### src/rtl/pipeline_hazard_ctrl_pkg.sv
// Shared types and constants for the pipeline hazard controller:
// FSM states, forwarding selects and pipeline-register indices.
package pipeline_hazard_ctrl_pkg;

    typedef enum logic [1:0] {
        RUN      = 2'd0,
        LU_STALL = 2'd1,
        MEM_WAIT = 2'd2
    } hazard_state_t;

    typedef enum logic [1:0] {
        FWD_REG = 2'd0,
        FWD_MEM = 2'd1,
        FWD_WB  = 2'd2
    } fwd_sel_t;

    localparam int STG_PC    = 0;
    localparam int STG_IFID  = 1;
    localparam int STG_IDEX  = 2;
    localparam int STG_EXMEM = 3;
    localparam int STG_MEMWB = 4;

endpackage

### src/rtl/pipeline_hazard_ctrl_if.sv
// Hazard controller bundle: decode/EX/MEM/WB register info in, per-boundary
// enables, flushes and forwarding selects out. master = core, slave = controller.
interface pipeline_hazard_ctrl_if #(
    parameter int NUM_STAGES = 5,
    parameter int REG_ADDR_W = 5
);
    logic [REG_ADDR_W-1:0] id_rs1;
    logic [REG_ADDR_W-1:0] id_rs2;
    logic                  id_uses_rs1;
    logic                  id_uses_rs2;
    logic [REG_ADDR_W-1:0] ex_rd;
    logic [REG_ADDR_W-1:0] mem_rd;
    logic [REG_ADDR_W-1:0] wb_rd;
    logic                  ex_reg_write;
    logic                  mem_reg_write;
    logic                  wb_reg_write;
    logic                  ex_mem_read;
    logic                  branch_taken;
    logic                  mem_busy;
    logic [NUM_STAGES-1:0] stage_en;
    logic [NUM_STAGES-1:0] stage_flush;
    logic [1:0]            fwd_sel_1;
    logic [1:0]            fwd_sel_2;
    logic                  lu_stall;

    modport master (
        output id_rs1, id_rs2, id_uses_rs1, id_uses_rs2,
        output ex_rd, mem_rd, wb_rd,
        output ex_reg_write, mem_reg_write, wb_reg_write,
        output ex_mem_read, branch_taken, mem_busy,
        input  stage_en, stage_flush, fwd_sel_1, fwd_sel_2, lu_stall
    );

    modport slave (
        input  id_rs1, id_rs2, id_uses_rs1, id_uses_rs2,
        input  ex_rd, mem_rd, wb_rd,
        input  ex_reg_write, mem_reg_write, wb_reg_write,
        input  ex_mem_read, branch_taken, mem_busy,
        output stage_en, stage_flush, fwd_sel_1, fwd_sel_2, lu_stall
    );

endinterface

### src/rtl/pipeline_hazard_ctrl_fwd_select.sv
// Operand forwarding select for one EX source: the younger MEM result wins
// over WB; x0 is never forwarded.
module pipeline_hazard_ctrl_fwd_select
    import pipeline_hazard_ctrl_pkg::*;
#(
    parameter int REG_ADDR_W = 5
) (
    input  logic [REG_ADDR_W-1:0] src,
    input  logic                  uses_src,
    input  logic [REG_ADDR_W-1:0] mem_rd,
    input  logic                  mem_reg_write,
    input  logic [REG_ADDR_W-1:0] wb_rd,
    input  logic                  wb_reg_write,
    output fwd_sel_t              fwd_sel
);

    logic mem_hit;
    logic wb_hit;

    assign mem_hit = uses_src && mem_reg_write && (mem_rd != '0) && (mem_rd == src);
    assign wb_hit  = uses_src && wb_reg_write  && (wb_rd  != '0) && (wb_rd  == src);

    always_comb begin
        fwd_sel = FWD_REG;
        if (mem_hit) begin
            fwd_sel = FWD_MEM;
        end else if (wb_hit) begin
            fwd_sel = FWD_WB;
        end
    end

endmodule

### src/rtl/pipeline_hazard_ctrl.sv
// Central stall/flush/forwarding controller for the in-order pipeline.
// Optional PIPE_HAZARD_PERF_CNT_EN adds saturating stall/flush event counters.
//
// state    | meaning
// RUN      | normal flow; load-use and branch rules evaluated
// LU_STALL | load-use bubbles still owed, counter holds remaining cycles
// MEM_WAIT | memory busy, whole pipeline frozen; ret_q holds the state to resume
module pipeline_hazard_ctrl
    import pipeline_hazard_ctrl_pkg::*;
#(
    parameter int NUM_STAGES      = 5,
    parameter int REG_ADDR_W      = 5,
    parameter int LOAD_USE_CYCLES = 1,
    parameter int FLUSH_DEPTH     = 2
) (
    input  logic                  clk,
    input  logic                  rst,
    pipeline_hazard_ctrl_if.slave hz
`ifdef PIPE_HAZARD_PERF_CNT_EN
    ,
    output logic [31:0]           stall_cycles,
    output logic [31:0]           flush_events
`endif
);

    localparam int CNT_W = $clog2(LOAD_USE_CYCLES + 1);

    function automatic logic [NUM_STAGES-1:0] branch_flush_mask();
        logic [NUM_STAGES-1:0] m;
        m = '0;
        for (int i = 1; i < NUM_STAGES; i++) begin
            if (i <= FLUSH_DEPTH) m[i] = 1'b1;
        end
        return m;
    endfunction

    localparam logic [NUM_STAGES-1:0] BRANCH_FLUSH = branch_flush_mask();
    localparam logic [CNT_W-1:0]      CNT_RELOAD   = CNT_W'(LOAD_USE_CYCLES - 1);
    localparam logic [CNT_W-1:0]      CNT_ONE      = CNT_W'(1);

    hazard_state_t         state_q, state_d;
    hazard_state_t         ret_q, ret_d;
    hazard_state_t         eff_state;
    logic [CNT_W-1:0]      cnt_q, cnt_d;
    logic                  rs1_ex_hit, rs2_ex_hit, load_use;
    logic [NUM_STAGES-1:0] stage_en_c, stage_flush_c;
    logic                  lu_stall_c, branch_apply;
    fwd_sel_t              fwd_1, fwd_2;

    assign rs1_ex_hit = hz.id_uses_rs1 && hz.ex_reg_write && (hz.ex_rd != '0)
                        && (hz.ex_rd == hz.id_rs1);
    assign rs2_ex_hit = hz.id_uses_rs2 && hz.ex_reg_write && (hz.ex_rd != '0)
                        && (hz.ex_rd == hz.id_rs2);
    assign load_use   = hz.ex_mem_read && (rs1_ex_hit || rs2_ex_hit);

    pipeline_hazard_ctrl_fwd_select #(.REG_ADDR_W(REG_ADDR_W)) u_fwd_1 (
        .src           (hz.id_rs1),
        .uses_src      (hz.id_uses_rs1),
        .mem_rd        (hz.mem_rd),
        .mem_reg_write (hz.mem_reg_write),
        .wb_rd         (hz.wb_rd),
        .wb_reg_write  (hz.wb_reg_write),
        .fwd_sel       (fwd_1)
    );

    pipeline_hazard_ctrl_fwd_select #(.REG_ADDR_W(REG_ADDR_W)) u_fwd_2 (
        .src           (hz.id_rs2),
        .uses_src      (hz.id_uses_rs2),
        .mem_rd        (hz.mem_rd),
        .mem_reg_write (hz.mem_reg_write),
        .wb_rd         (hz.wb_rd),
        .wb_reg_write  (hz.wb_reg_write),
        .fwd_sel       (fwd_2)
    );

    // Leaving MEM_WAIT resumes the held state in the same cycle, so all rules
    // below are evaluated against the effective state rather than state_q.
    always_comb begin
        eff_state     = (state_q == MEM_WAIT) ? ret_q : state_q;
        state_d       = eff_state;
        ret_d         = ret_q;
        cnt_d         = cnt_q;
        stage_en_c    = '1;
        stage_flush_c = '0;
        lu_stall_c    = 1'b0;
        branch_apply  = 1'b0;
        if (rst) begin
            stage_en_c    = '0;
            stage_flush_c = '1;
            state_d       = RUN;
            ret_d         = RUN;
            cnt_d         = '0;
        end else if (hz.mem_busy) begin
            stage_en_c = '0;
            state_d    = MEM_WAIT;
            ret_d      = eff_state;
        end else if (hz.branch_taken) begin
            stage_flush_c = BRANCH_FLUSH;
            branch_apply  = 1'b1;
            state_d       = RUN;
        end else if (eff_state == LU_STALL) begin
            stage_en_c[STG_PC]      = 1'b0;
            stage_en_c[STG_IFID]    = 1'b0;
            stage_flush_c[STG_IDEX] = 1'b1;
            lu_stall_c              = 1'b1;
            cnt_d                   = cnt_q - CNT_ONE;
            state_d                 = (cnt_q == CNT_ONE) ? RUN : LU_STALL;
        end else if (load_use) begin
            stage_en_c[STG_PC]      = 1'b0;
            stage_en_c[STG_IFID]    = 1'b0;
            stage_flush_c[STG_IDEX] = 1'b1;
            lu_stall_c              = 1'b1;
            if (LOAD_USE_CYCLES > 1) begin
                cnt_d   = CNT_RELOAD;
                state_d = LU_STALL;
            end
        end
    end

    always_ff @(posedge clk) begin
        if (rst) begin
            state_q <= RUN;
            ret_q   <= RUN;
            cnt_q   <= '0;
        end else begin
            state_q <= state_d;
            ret_q   <= ret_d;
            cnt_q   <= cnt_d;
        end
    end

    assign hz.stage_en    = stage_en_c;
    assign hz.stage_flush = stage_flush_c;
    assign hz.lu_stall    = lu_stall_c;
    assign hz.fwd_sel_1   = rst ? FWD_REG : fwd_1;
    assign hz.fwd_sel_2   = rst ? FWD_REG : fwd_2;

`ifdef PIPE_HAZARD_PERF_CNT_EN
    always_ff @(posedge clk) begin
        if (rst) begin
            stall_cycles <= '0;
            flush_events <= '0;
        end else begin
            if ((lu_stall_c || state_q == MEM_WAIT) && stall_cycles != '1) begin
                stall_cycles <= stall_cycles + 32'd1;
            end
            if (branch_apply && flush_events != '1) begin
                flush_events <= flush_events + 32'd1;
            end
        end
    end
`endif

endmodule
### src/flat_wrapper.sv
// flat-port wrapper written by rule: the top's interface ports become plain ports
module pipeline_hazard_ctrl_flat import pipeline_hazard_ctrl_pkg::*;
#(
    parameter int NUM_STAGES      = 5,
    parameter int REG_ADDR_W      = 5,
    parameter int LOAD_USE_CYCLES = 1,
    parameter int FLUSH_DEPTH     = 2
)
  (clk, rst, hz_id_rs1, hz_id_rs2, hz_id_uses_rs1, hz_id_uses_rs2, hz_ex_rd, hz_mem_rd, hz_wb_rd, hz_ex_reg_write, hz_mem_reg_write, hz_wb_reg_write, hz_ex_mem_read, hz_branch_taken, hz_mem_busy, hz_stage_en, hz_stage_flush, hz_fwd_sel_1, hz_fwd_sel_2, hz_lu_stall);
  pipeline_hazard_ctrl_if #(.NUM_STAGES(NUM_STAGES), .REG_ADDR_W(REG_ADDR_W)) hz_i ();
  input  logic clk;
  input  logic rst;
  input wire logic [$bits(hz_i.id_rs1)-1:0] hz_id_rs1;
  input wire logic [$bits(hz_i.id_rs2)-1:0] hz_id_rs2;
  input wire logic [$bits(hz_i.id_uses_rs1)-1:0] hz_id_uses_rs1;
  input wire logic [$bits(hz_i.id_uses_rs2)-1:0] hz_id_uses_rs2;
  input wire logic [$bits(hz_i.ex_rd)-1:0] hz_ex_rd;
  input wire logic [$bits(hz_i.mem_rd)-1:0] hz_mem_rd;
  input wire logic [$bits(hz_i.wb_rd)-1:0] hz_wb_rd;
  input wire logic [$bits(hz_i.ex_reg_write)-1:0] hz_ex_reg_write;
  input wire logic [$bits(hz_i.mem_reg_write)-1:0] hz_mem_reg_write;
  input wire logic [$bits(hz_i.wb_reg_write)-1:0] hz_wb_reg_write;
  input wire logic [$bits(hz_i.ex_mem_read)-1:0] hz_ex_mem_read;
  input wire logic [$bits(hz_i.branch_taken)-1:0] hz_branch_taken;
  input wire logic [$bits(hz_i.mem_busy)-1:0] hz_mem_busy;
  output wire logic [$bits(hz_i.stage_en)-1:0] hz_stage_en;
  output wire logic [$bits(hz_i.stage_flush)-1:0] hz_stage_flush;
  output wire logic [$bits(hz_i.fwd_sel_1)-1:0] hz_fwd_sel_1;
  output wire logic [$bits(hz_i.fwd_sel_2)-1:0] hz_fwd_sel_2;
  output wire logic [$bits(hz_i.lu_stall)-1:0] hz_lu_stall;
  assign hz_i.id_rs1 = hz_id_rs1;
  assign hz_i.id_rs2 = hz_id_rs2;
  assign hz_i.id_uses_rs1 = hz_id_uses_rs1;
  assign hz_i.id_uses_rs2 = hz_id_uses_rs2;
  assign hz_i.ex_rd = hz_ex_rd;
  assign hz_i.mem_rd = hz_mem_rd;
  assign hz_i.wb_rd = hz_wb_rd;
  assign hz_i.ex_reg_write = hz_ex_reg_write;
  assign hz_i.mem_reg_write = hz_mem_reg_write;
  assign hz_i.wb_reg_write = hz_wb_reg_write;
  assign hz_i.ex_mem_read = hz_ex_mem_read;
  assign hz_i.branch_taken = hz_branch_taken;
  assign hz_i.mem_busy = hz_mem_busy;
  assign hz_stage_en = hz_i.stage_en;
  assign hz_stage_flush = hz_i.stage_flush;
  assign hz_fwd_sel_1 = hz_i.fwd_sel_1;
  assign hz_fwd_sel_2 = hz_i.fwd_sel_2;
  assign hz_lu_stall = hz_i.lu_stall;
  pipeline_hazard_ctrl #(.NUM_STAGES(NUM_STAGES), .REG_ADDR_W(REG_ADDR_W), .LOAD_USE_CYCLES(LOAD_USE_CYCLES), .FLUSH_DEPTH(FLUSH_DEPTH)) u_core (.clk(clk), .rst(rst), .hz(hz_i));
endmodule
### config.mk
export PLATFORM = sky130hd
export DESIGN_NAME = pipeline_hazard_ctrl_flat
export DESIGN_NICKNAME = d
export VERILOG_FILES = /design/src/rtl/pipeline_hazard_ctrl_pkg.sv /design/src/rtl/pipeline_hazard_ctrl_if.sv /design/src/rtl/pipeline_hazard_ctrl_fwd_select.sv /design/src/rtl/pipeline_hazard_ctrl.sv /design/src/flat_wrapper.sv
export SDC_FILE = /design/constraint.sdc
export NUM_CORES = 1
export LEC_CHECK = 0
export ABC_AREA = 1
export CORE_MARGIN = 3
export CORE_UTILIZATION = 41
export DETAILED_ROUTE_END_ITERATION = 6
export MAX_ROUTING_LAYER = met4
export PLACE_DENSITY_LB_ADDON = 0.15
export SYNTH_ARGS = -nofsm -noshare
export SYNTH_HDL_FRONTEND = slang
export SYNTH_HIERARCHICAL = 1
export SYNTH_SLANG_ARGS = --single-unit
### constraint.sdc
create_clock -name clk -period 1.2 [get_ports clk]
set_input_delay 0.24 -clock clk [delete_from_list [all_inputs] [get_ports clk]]
set_output_delay 0.24 -clock clk [all_outputs]
set_load 0.1 [all_outputs]
==> results.sh <==
export IMPL_ir_drop_mv=0.600
export IMPL_placed_cells=313
export IMPL_yosys_area_share_simple=0.552
export IMPL_worstPathMaxFanout=3
export IMPL_ys_types=15
export IMPL_power_switching_w=0.000513
export IMPL_grt_max_degree=8
export IMPL_syn_num_nets=259
export IMPL_initial_core_util=0.447
export IMPL_antenna_found_initial=0
export IMPL_combPwrFrac=0.653
export IMPL_drt_first_iter_violations=123
export IMPL_grt_pass1_vias=1493
export IMPL_status="finished, violations left"
export IMPL_power_density_nw_per_um2=552
export IMPL_rsz0062_at_grt="true"
export IMPL_h_tree_depth=1
export IMPL_seqPwrFrac=0.156
export IMPL_synth_xor_area_share=0
export IMPL_worst_slack_ns=-0.473
export IMPL_grtUsageTotal=0.248
export IMPL_layout_commonest_cell="nand2_1"
export IMPL_dr_pass1_iters=5
export IMPL_violations="negative setup slack"
export IMPL_synth_compound_area_share=0.0811
export IMPL_fill_cells=131
export IMPL_crit_family="simple AND/OR/NAND/NOR gates"
export IMPL_nNetsFinal=329
export IMPL_ys_seq_area_frac=0.0983
export IMPL_antenna_cells=0
export IMPL_final_min_clock_period_ns=1.67
export IMPL_vias_per_cell=5.37
export IMPL_syn_area_um2=1020
export IMPL_tightest_slew_ns=0.267
export IMPL_hold_ws_ns=0.219
export IMPL_critical_path_arrival_ns=1.43
export IMPL_num_vias=1724
export IMPL_path_cells="buf_2 -> inv_2 -> nand2_1 -> nand2_1 -> nor2_1 -> nand3_1 -> nand2_1 -> nand2_2 -> nand2_4 -> nand2_2 -> nor2_4 -> buf_12"
export IMPL_sw_frac_of_total=0.471
export IMPL_hpwl_um=2740
export IMPL_clkTransAtPathRegs_ns=0.05
export IMPL_die_w_um=55.8
export IMPL_start_kind="primary input"
export IMPL_synth_top_family_by_area="simple AND/OR/NAND/NOR gates"
export IMPL_crit_path_end_kind="primary output"
export IMPL_critPathMaxStageDelay_ns=0.18
export IMPL_cts_sinks=5
export IMPL_overflow=0
export IMPL_die_h_um=55.8
export IMPL_clockPowerShare=0.191
export IMPL_wirelength_um=4460
export IMPL_final_cell_mix="65 x nand2_1, 34 x inv_1, 23 x nor2_1"
export IMPL_setup_viol=8
export IMPL_path_class="in2out"
export IMPL_clockRootBuffer="clkbuf_4"
export IMPL_cts_buffer_depth=2
export IMPL_synth_seq_cells=5
export IMPL_muxShareOfSynthArea=0
export IMPL_fin_crit_sh=1.39
export IMPL_ios=50
export IMPL_clock_skew_ns=0.00138
export IMPL_row_count=17
export IMPL_wl_per_cell_um=13.9
export IMPL_port_buffers=49
export IMPL_maxSlewHeadroom=0.821
export IMPL_ant_nets=0
export IMPL_yosys_warnings=6
export IMPL_critPathBufInv=3
export IMPL_synthAdderAreaFrac=0
export IMPL_cts_tree="done"
export IMPL_holdBufCountCts=0
export IMPL_path_common_cell="nand2_1"
export IMPL_hold_violations=0
export IMPL_fmax_mhz=598
export IMPL_placeableCoreArea_um2=2280
export IMPL_p_leak_nw=1.10
export IMPL_grt_pass1_wl_um=6150
export IMPL_tns_ns=-3.20
export IMPL_hp_class="in2reg"
export IMPL_routabilityCongestion=0.916
export IMPL_internal_power_w=0.000577
export IMPL_synthCells=224
export IMPL_maxSlewViolCount=0
export IMPL_avgSynthCellArea_um2=4.55
export IMPL_numCtsBuffers=3
export IMPL_crit_slowest_cell="buf_12"
export IMPL_drive_gt1_frac=0.478
export IMPL_area_growth_pct=94.0
export IMPL_clock_latency_ns=0.24
export IMPL_final_cells=321
export IMPL_required_ns=0.96
export IMPL_cap_violations=0
export IMPL_fp_dieArea_um2=3120
export IMPL_drc=0
what timing repair did:
action	in CTS	in global routing
gates cloned	0	0
buffers inserted	1	3
setup endpoints to repair	16	13
gates resized for setup	168	37
pin swaps	33	37
routing by layer:
metal / track usage / share of wire / wire length, µm / vias up
met5: - / 0 / 0 / -
met4: 0.0983 / 0.064 / 286 / 0
met3: 0.0371 / 0.11 / 511 / 45
met2: 0.454 / 0.47 / 2120 / 144
met1: 0.266 / 0.35 / 1540 / 745
li1: - / - / - / 790
cells by family after synthesis:
group,Yosys count
AND/OR/NAND/NOR,138
buffers and inverters,65
AO/OA/AOI/OAI,16
flip-flops,5
worst paths after layout:
| path | startpoint | endpoint | slack, ns | depth (start not counted) |
|---|---|---|---|---|
| worst max register to register | u_core/ret_q[1] | u_core/ret_q[1] | 0.01 | 6 |
| worst max-delay path | hz_ex_rd[3] | hz_lu_stall | -0.47 | 12 |
| worst min-delay path | hz_branch_taken | u_core/state_q[0] | 0.22 | 2 |
| worst min register to register | u_core/ret_q[0] | u_core/ret_q[0] | 0.49 | 2 |
power by group through the flow:
stage | combinational, W | clock [W] | sequential [W]
after global routing | 0.000750 | 0.000226 | 0.000170
after floorplan | 0.000340 | 0 | 0.000172
after CTS | 0.000656 | 0.000200 | 0.000170
after global placement | 0.000638 | 0 | 0.000172
final | 0.000711 | 0.000209 | 0.000170
after detailed placement | 0.000648 | 0 | 0.000172
state kept, by name (all words and copies together), names as in the netlist:
signal / count
u_core/state_q: 2
u_core/cnt_q: 1
u_core/ret_q: 2
synthesized netlist by cell type:
cell	n	area, µm²
a21oi_1	8	40.0
buf_4	8	60.1
dfxtp_1	5	100
inv_1	49	184
inv_2	8	30.0
nand2_1	82	308
nand2_2	5	31.3
nand3_1	13	65.1
nand4_1	1	6.26
nor2_1	31	116
nor2_2	3	18.8
nor3_1	2	10.0
nor4_1	1	6.26
o21a_1	1	7.51
o21ai_0	7	35.0
layout make-up:
type                    instances  area [µm²]  area share
inverters                      57         224       0.113
repair buffers                 73         779       0.395
multi-input cells             154         807       0.408
clock buffers                   4        26.3      0.0133
flip-flops and latches          5         104      0.0526
well taps                      28        35.0      0.0177
through the flow:
step	area, µm²	util	setup slack [ns]	power, W
global placement	1860	0.817	-0.835	0.000811
global route	1980	0.868	-0.626	0.00115
detailed placement	1860	0.817	-0.917	0.000821
floorplan	1110	-	-0.828	0.000512
CTS	1920	0.842	-0.486	0.00103
finish	1980	0.868	-0.473	0.00109
No activity file was read; power rests on OpenSTA's default activity.
